--- config.mk ---
export PLATFORM = sky130hd
export DESIGN_NAME = psum_acc_sched_flat
export DESIGN_NICKNAME = d
export VERILOG_FILES = /design/src/rtl/psum_acc_sched_if.sv /design/src/rtl/psum_acc_sched.sv /design/src/flat_wrapper.sv
export SDC_FILE = /design/constraint.sdc
export NUM_CORES = 1
export LEC_CHECK = 0
export BUFFER_PORTS_ARGS = -buffer_cell sky130_fd_sc_hd__buf_2
export CORE_ASPECT_RATIO = 0.8
export CORE_MARGIN = 2
export CORE_UTILIZATION = 45
export CTS_CLUSTER_SIZE = 40
export DETAILED_ROUTE_END_ITERATION = 12
export PLACE_DENSITY = 0.75
export SYNTH_ARGS = -nofsm -noshare
export SYNTH_HDL_FRONTEND = slang
export SYNTH_SLANG_ARGS = --single-unit
--- constraint.sdc ---
create_clock -name sys_clk -period 3 [get_ports sys_clk]
set_clock_uncertainty 0.2 [all_clocks]
set_input_delay 0.15 -clock sys_clk [delete_from_list [all_inputs] [get_ports sys_clk]]
set_output_delay 0.15 -clock sys_clk [all_outputs]
set_load 0.01 [all_outputs]
--- src/rtl/psum_acc_sched_if.sv ---
// Partial-sum input and accumulated-result output handshakes of psum_acc_sched.
// master = producer/consumer side (MAC + downstream), slave = the scheduler.
interface psum_acc_sched_if #(
  parameter int unsigned DW = 25
);
  logic          psum_valid;
  logic          psum_ready;
  logic [DW-1:0] psum_data;
  logic          acc_valid;
  logic          acc_ready;
  logic [DW-1:0] acc_data;

  modport master (
    output psum_valid, psum_data, acc_ready,
    input  psum_ready, acc_valid, acc_data
  );

  modport slave (
    input  psum_valid, psum_data, acc_ready,
    output psum_ready, acc_valid, acc_data
  );
endinterface

--- src/rtl/psum_acc_sched.sv ---
// Accumulates num_pass signed partial sums into one result and hands it downstream.
// Define PSUM_ACC_SAT_EN to clamp on signed overflow; default build wraps modulo 2^DW.
module psum_acc_sched #(
  parameter int unsigned DW    = 25,
  parameter int unsigned CNT_W = 4
) (
  input  logic             sys_clk,
  input  logic             rst_n,
  input  logic             sys_en,
  input  logic             start,
  input  logic [CNT_W-1:0] num_pass,
  psum_acc_sched_if.slave  bus,
  output logic             busy,
  output logic             ovf
);

  typedef enum logic [1:0] {
    ST_IDLE = 2'd0,
    ST_ACC  = 2'd1,
    ST_DONE = 2'd2
  } state_e;

  state_e           state_q, state_d;
  logic [DW-1:0]    acc_q, acc_d;
  logic [CNT_W-1:0] cnt_q, cnt_d;
  logic [CNT_W-1:0] npass_q, npass_d;
  logic             ovf_q, ovf_d;

  logic [DW-1:0]    sum;
  logic [DW-1:0]    add_val;
  logic [CNT_W-1:0] cnt_inc;
  logic             ovf_add;
  logic             psum_hs;

  // Same-sign operands producing a different-sign sum is a signed overflow.
  assign sum     = acc_q + bus.psum_data;
  assign ovf_add = (acc_q[DW-1] == bus.psum_data[DW-1]) && (sum[DW-1] != acc_q[DW-1]);
  assign cnt_inc = cnt_q + CNT_W'(1);

`ifdef PSUM_ACC_SAT_EN
  localparam logic [DW-1:0] MAX_POS = {1'b0, {(DW-1){1'b1}}};
  localparam logic [DW-1:0] MIN_NEG = {1'b1, {(DW-1){1'b0}}};
  assign add_val = ovf_add ? (acc_q[DW-1] ? MIN_NEG : MAX_POS) : sum;
`else
  assign add_val = sum;
`endif

  // psum_ready must fall in the same cycle sys_en drops, so it is decoded, not flopped.
  assign bus.psum_ready = (state_q == ST_ACC) && sys_en;
  assign psum_hs        = bus.psum_valid && bus.psum_ready;

  assign bus.acc_valid = (state_q == ST_DONE);
  assign bus.acc_data  = acc_q;
  assign busy          = (state_q != ST_IDLE);
  assign ovf           = ovf_q;

  always_ff @(posedge sys_clk or negedge rst_n) begin
    if (!rst_n) begin
      state_q <= ST_IDLE;
      acc_q   <= '0;
      cnt_q   <= '0;
      npass_q <= '0;
      ovf_q   <= 1'b0;
    end else begin
      state_q <= state_d;
      acc_q   <= acc_d;
      cnt_q   <= cnt_d;
      npass_q <= npass_d;
      ovf_q   <= ovf_d;
    end
  end

  always_comb begin
    state_d = state_q;
    acc_d   = acc_q;
    cnt_d   = cnt_q;
    npass_d = npass_q;
    ovf_d   = ovf_q;
    unique case (state_q)
      ST_IDLE: begin
        if (sys_en && start && (num_pass != '0)) begin
          npass_d = num_pass;
          acc_d   = '0;
          cnt_d   = '0;
          ovf_d   = 1'b0;
          state_d = ST_ACC;
        end
      end
      ST_ACC: begin
        if (psum_hs) begin
          acc_d = add_val;
          cnt_d = cnt_inc;
          ovf_d = ovf_q | ovf_add;
          if (cnt_inc == npass_q) state_d = ST_DONE;
        end
      end
      ST_DONE: begin
        if (sys_en && bus.acc_ready) state_d = ST_IDLE;
      end
      default: state_d = ST_IDLE;
    endcase
  end

endmodule

--- src/flat_wrapper.sv ---
// flat-port wrapper written by rule: the top's interface ports become plain ports
module psum_acc_sched_flat 
#(
  parameter int unsigned DW    = 25,
  parameter int unsigned CNT_W = 4
)
  (sys_clk, rst_n, sys_en, start, num_pass, busy, ovf, bus_psum_valid, bus_psum_data, bus_acc_ready, bus_psum_ready, bus_acc_valid, bus_acc_data);
  psum_acc_sched_if #(.DW(DW)) bus_i ();
  input  logic sys_clk;
  input  logic rst_n;
  input  logic sys_en;
  input  logic start;
  input  logic [CNT_W-1:0] num_pass;
  output logic busy;
  output logic ovf;
  input wire logic [$bits(bus_i.psum_valid)-1:0] bus_psum_valid;
  input wire logic [$bits(bus_i.psum_data)-1:0] bus_psum_data;
  input wire logic [$bits(bus_i.acc_ready)-1:0] bus_acc_ready;
  output wire logic [$bits(bus_i.psum_ready)-1:0] bus_psum_ready;
  output wire logic [$bits(bus_i.acc_valid)-1:0] bus_acc_valid;
  output wire logic [$bits(bus_i.acc_data)-1:0] bus_acc_data;
  assign bus_i.psum_valid = bus_psum_valid;
  assign bus_i.psum_data = bus_psum_data;
  assign bus_i.acc_ready = bus_acc_ready;
  assign bus_psum_ready = bus_i.psum_ready;
  assign bus_acc_valid = bus_i.acc_valid;
  assign bus_acc_data = bus_i.acc_data;
  psum_acc_sched #(.DW(DW), .CNT_W(CNT_W)) u_core (.sys_clk(sys_clk), .rst_n(rst_n), .sys_en(sys_en), .start(start), .num_pass(num_pass), .bus(bus_i), .busy(busy), .ovf(ovf));
endmodule
==> run metrics <==
Hold Vio Cnt, Final=1; Crit-path slowest cell=dfrtp_1; critical path endpoint=u_core.bus.acc_data[23]; clk slew on worst S/H paths=0.08 ns; final WL=6.49 mm; worst-margin pin slew=0.828 ns; ys flop type=dfrtp_1; R2R Setup Slk=0.17 ns; n_diodes=0; crit path DAT=2.82 ns; Pleak=1.62 nW; reg2reg end=u_core.bus.acc_data[23]; asr flop ratio synth=1.00; Hold WS=-0.000311 ns; Final period util=0.945; Slew HR=0.448; kind of critical path=reg -> reg; Fillers=537; Core Region=5850 um^2; Critical Path RT=2.99 ns; Vias=2,480; sequential fraction of the synthesis area=0.335; detail-routed net length per standard cell=14.0 um; die footprint=6610 um^2; Die H=73.1 um; Netlist Area Pre-Place=2690 um^2; post-detail-place hpwl=4.85 mm; Syn Inst Count=308; Setup crit start=u_core.bus.acc_data[8]; Warnings, synthesis=0; Hold Crit Start=bus_psum_data[0]; CTS Buf Count=5; DIE WIDTH=90.4 um; violated checks=negative hold slack; crit path cell chain=ha_1 -> a21oi_2 -> o21ai_0 -> and3_2 -> a211o_2 -> a41oi_4 -> nor3_1 -> or3_1 -> a32o_1; largest net degree at the start of global routing=37; DRT Pass-1 Iters=4; Distinct cells, synth=46; initial core utilization=0.460; number of synthesized flops with an enable pin=0; Sink Count=36; Design Power=3.17 mW; sequential power share=0.276; Critical Path Source Type=flip-flop; Syn-to-layout area delta=22.0%; # IOs=64; HP Class=in -> reg; R2R cell count=9; deepest level of the CTS H-tree=2; Net Sw Frac=0.453; final setup TNS=0 ns; Clk pwr share=0.114; fmax=353 MHz; GP Congestion=0.860; Syn Nets=369; first-pass GRT wire length=10.8 mm; clk buf depth=2; MaxCap Viol Count=0; CTS root buffer=clkbuf_8; internal power=1.73 mW; Iter 0 DRT Violations=106; RSZ-0062 raised after global routing=false; layout cells sized above 1=0.239; initial antenna violation count=0; drt drc=0; Final Max Slew Viols=0; Final #Nets=441; crit path capture type=flip-flop; switching power=1.44 mW; CTS tree=done; run status=finished, violations left; latest clock arrival within the worst-skew pair=0.30 ns; final setup violating endpoints=0; Post-Syn Area per Cell=8.73 um^2; Buffers on Ports=63; FP Rows=25; Worst R2R Start=u_core.bus.acc_data[8]; Antenna Nets Post-Route=0; vias per cell=5.37; combinational fraction of design power=0.610; crit path max fanout=5; Yosys reg bits=36; Hold Path Depth=3; Peak VDD IR=0.378 mV; vias in the first global route=2,398; GR Overflow Total=0; Total Routing Usage GR=0.200; max incr delay on CP=0.40 ns; min Tclk post-route=2.83 ns; cell area power density=967 nW/um^2
==> area by class of cell <==
| type | count | area [um^2] | share of cell area |
|---|---|---|---|
| repair buffers | 75 | 425 | 0.130 |
| inverters | 6 | 22.5 | 0.00687 |
| clock inverters | 3 | 23.8 | 0.00725 |
| clock buffers | 5 | 68.8 | 0.0210 |
| multi-input cells | 256 | 1740 | 0.530 |
| well taps | 81 | 101 | 0.0309 |
| flip-flops and latches | 36 | 901 | 0.275 |
==> cells in the final DEF, fill, tap and decap left out, types with 3 or more instances in the layout <==
| master | count |
|---|---|
| buf_2 | 63 |
| nand2_1 | 41 |
| o21ai_0 | 36 |
| dfrtp_1 | 36 |
| ha_1 | 24 |
| a21oi_1 | 23 |
| nor2_1 | 17 |
| xor2_1 | 15 |
| xnor2_1 | 10 |
| a21o_1 | 10 |
| dlygate4sd3_1 | 8 |
| nor2b_1 | 7 |
| inv_1 | 6 |
| nand3_1 | 5 |
| nor3_1 | 5 |
| clkbuf_8 | 5 |
| nand2b_1 | 4 |
| mux2_2 | 4 |
| buf_4 | 4 |
| a311o_1 | 3 |
| and3_1 | 3 |
| nor4_1 | 3 |
| or3_1 | 3 |
| a21o_2 | 3 |
| a22o_1 | 3 |
| nand4_1 | 3 |
==> how the worst min path moves through the flow <==
| stage | to | slack, ns |
|---|---|---|
| floorplan | u_core.bus.acc_data[0] | -0.35 |
| global placement | u_core.bus.acc_data[5] | 0.1 |
| detailed placement | u_core.bus.acc_data[1] | 0.11 |
| CTS | u_core.bus.acc_data[0] | 0.001 |
| global route | u_core.bus.acc_data[0] | 0.03 |
| finish | u_core.bus.acc_data[0] | -0.0003 |
==> what timing repair did <==
item                                    4_1_cts  5_1_grt
hold buffers                                  8        0
setup buffers                                 0        0
resized for setup                             0        4
endpoints found under the hold margin        42        0
endpoints found under the setup margin        0        2
==> power groups by stage <==
stage | sequential, mW | combinational, mW | clock [mW]
after floorplan | 0.927 | 1.34 | 0
after detailed placement | 0.881 | 1.88 | 0
after CTS | 0.875 | 1.91 | 0.370
after global placement | 0.870 | 1.84 | 0
final | 0.874 | 1.93 | 0.363
after global routing | 0.908 | 2.18 | 0.387
==> Yosys cell counts, types with 2 or more instances <==
| master | n | area [um^2] |
|---|---|---|
| nand2_1 | 41 | 154 |
| o21ai_0 | 37 | 185 |
| dfrtp_1 | 36 | 901 |
| ha_1 | 25 | 313 |
| a21oi_1 | 24 | 120 |
| nor2_1 | 17 | 63.8 |
| xor2_1 | 15 | 131 |
| a21o_1 | 10 | 75.1 |
| xnor2_1 | 10 | 87.6 |
| nor2b_1 | 8 | 50.1 |
| clkbuf_1 | 7 | 26.3 |
| inv_1 | 6 | 22.5 |
| nand3_1 | 5 | 25.0 |
| nor3_1 | 5 | 25.0 |
| mux2_2 | 4 | 45.0 |
| nand2b_1 | 4 | 25.0 |
| a21o_2 | 3 | 26.3 |
| a22o_1 | 3 | 26.3 |
| a311o_1 | 3 | 30.0 |
| and3_1 | 3 | 18.8 |
| buf_4 | 3 | 22.5 |
| nand4_1 | 3 | 18.8 |
| nor4_1 | 3 | 18.8 |
| or3_1 | 3 | 18.8 |
| a211o_1 | 2 | 17.5 |
| a211oi_1 | 2 | 15.0 |
| a31oi_1 | 2 | 12.5 |
| a32o_1 | 2 | 20.0 |
| and3_2 | 2 | 15.0 |
| o211ai_1 | 2 | 15.0 |
| o21a_1 | 2 | 15.0 |
| o31ai_1 | 2 | 15.0 |
==> sequential cells by signal (all words and copies together) (netlist names) <==
register and cells:
u_core.bus.acc_data 25, u_core.cnt_q 4, u_core.npass_q 4, u_core.ovf 1, u_core.state_q 2
==> layer usage <==
layer	wire [um]	vias to the layer above	part of all wire	GRT usage
met3	298	9	0.046	0.0424
li1	-	1262	-	-
met4	63	0	0.0097	0.0496
met2	2960	59	0.46	0.332
met5	0	-	0	0
met1	3170	1150	0.49	0.270
==> critical path, delay by kind of cell (launching register included) <==
| family | cells | cell delay (ns) |
|---|---|---|
| compound gates | 5 | 1.07 |
| fa+ha+maj | 1 | 0.39 |
| flops | 1 | 0.40 |
| simple gates | 3 | 0.68 |
==> cell families (layout without fill, tap and decap cells) <==
family / Yosys count / in the layout / synth area share
fa+ha+maj: 26 / 26 / 0.124
xor+xnor: 25 / 25 / 0.0814
buf+inv: 16 / 89 / 0.0265
compound gates: 101 / 101 / 0.238
flops: 36 / 36 / 0.335
mux: 5 / 5 / 0.0205
simple gates: 99 / 99 / 0.175
==> through the flow <==
step / utilization / cell area (um^2) / std cells / worst slack (ns)
floorplan: - / 2690 / 308 / 0.132
global route: 0.561 / 3280 / 462 / 0.0115
global placement: 0.528 / 3090 / 446 / 0.152
CTS: 0.558 / 3260 / 462 / 0.0580
detailed placement: 0.528 / 3090 / 446 / 0.0807
finish: 0.561 / 3280 / 462 / 0.165
(Power assumes the default switching activity.)
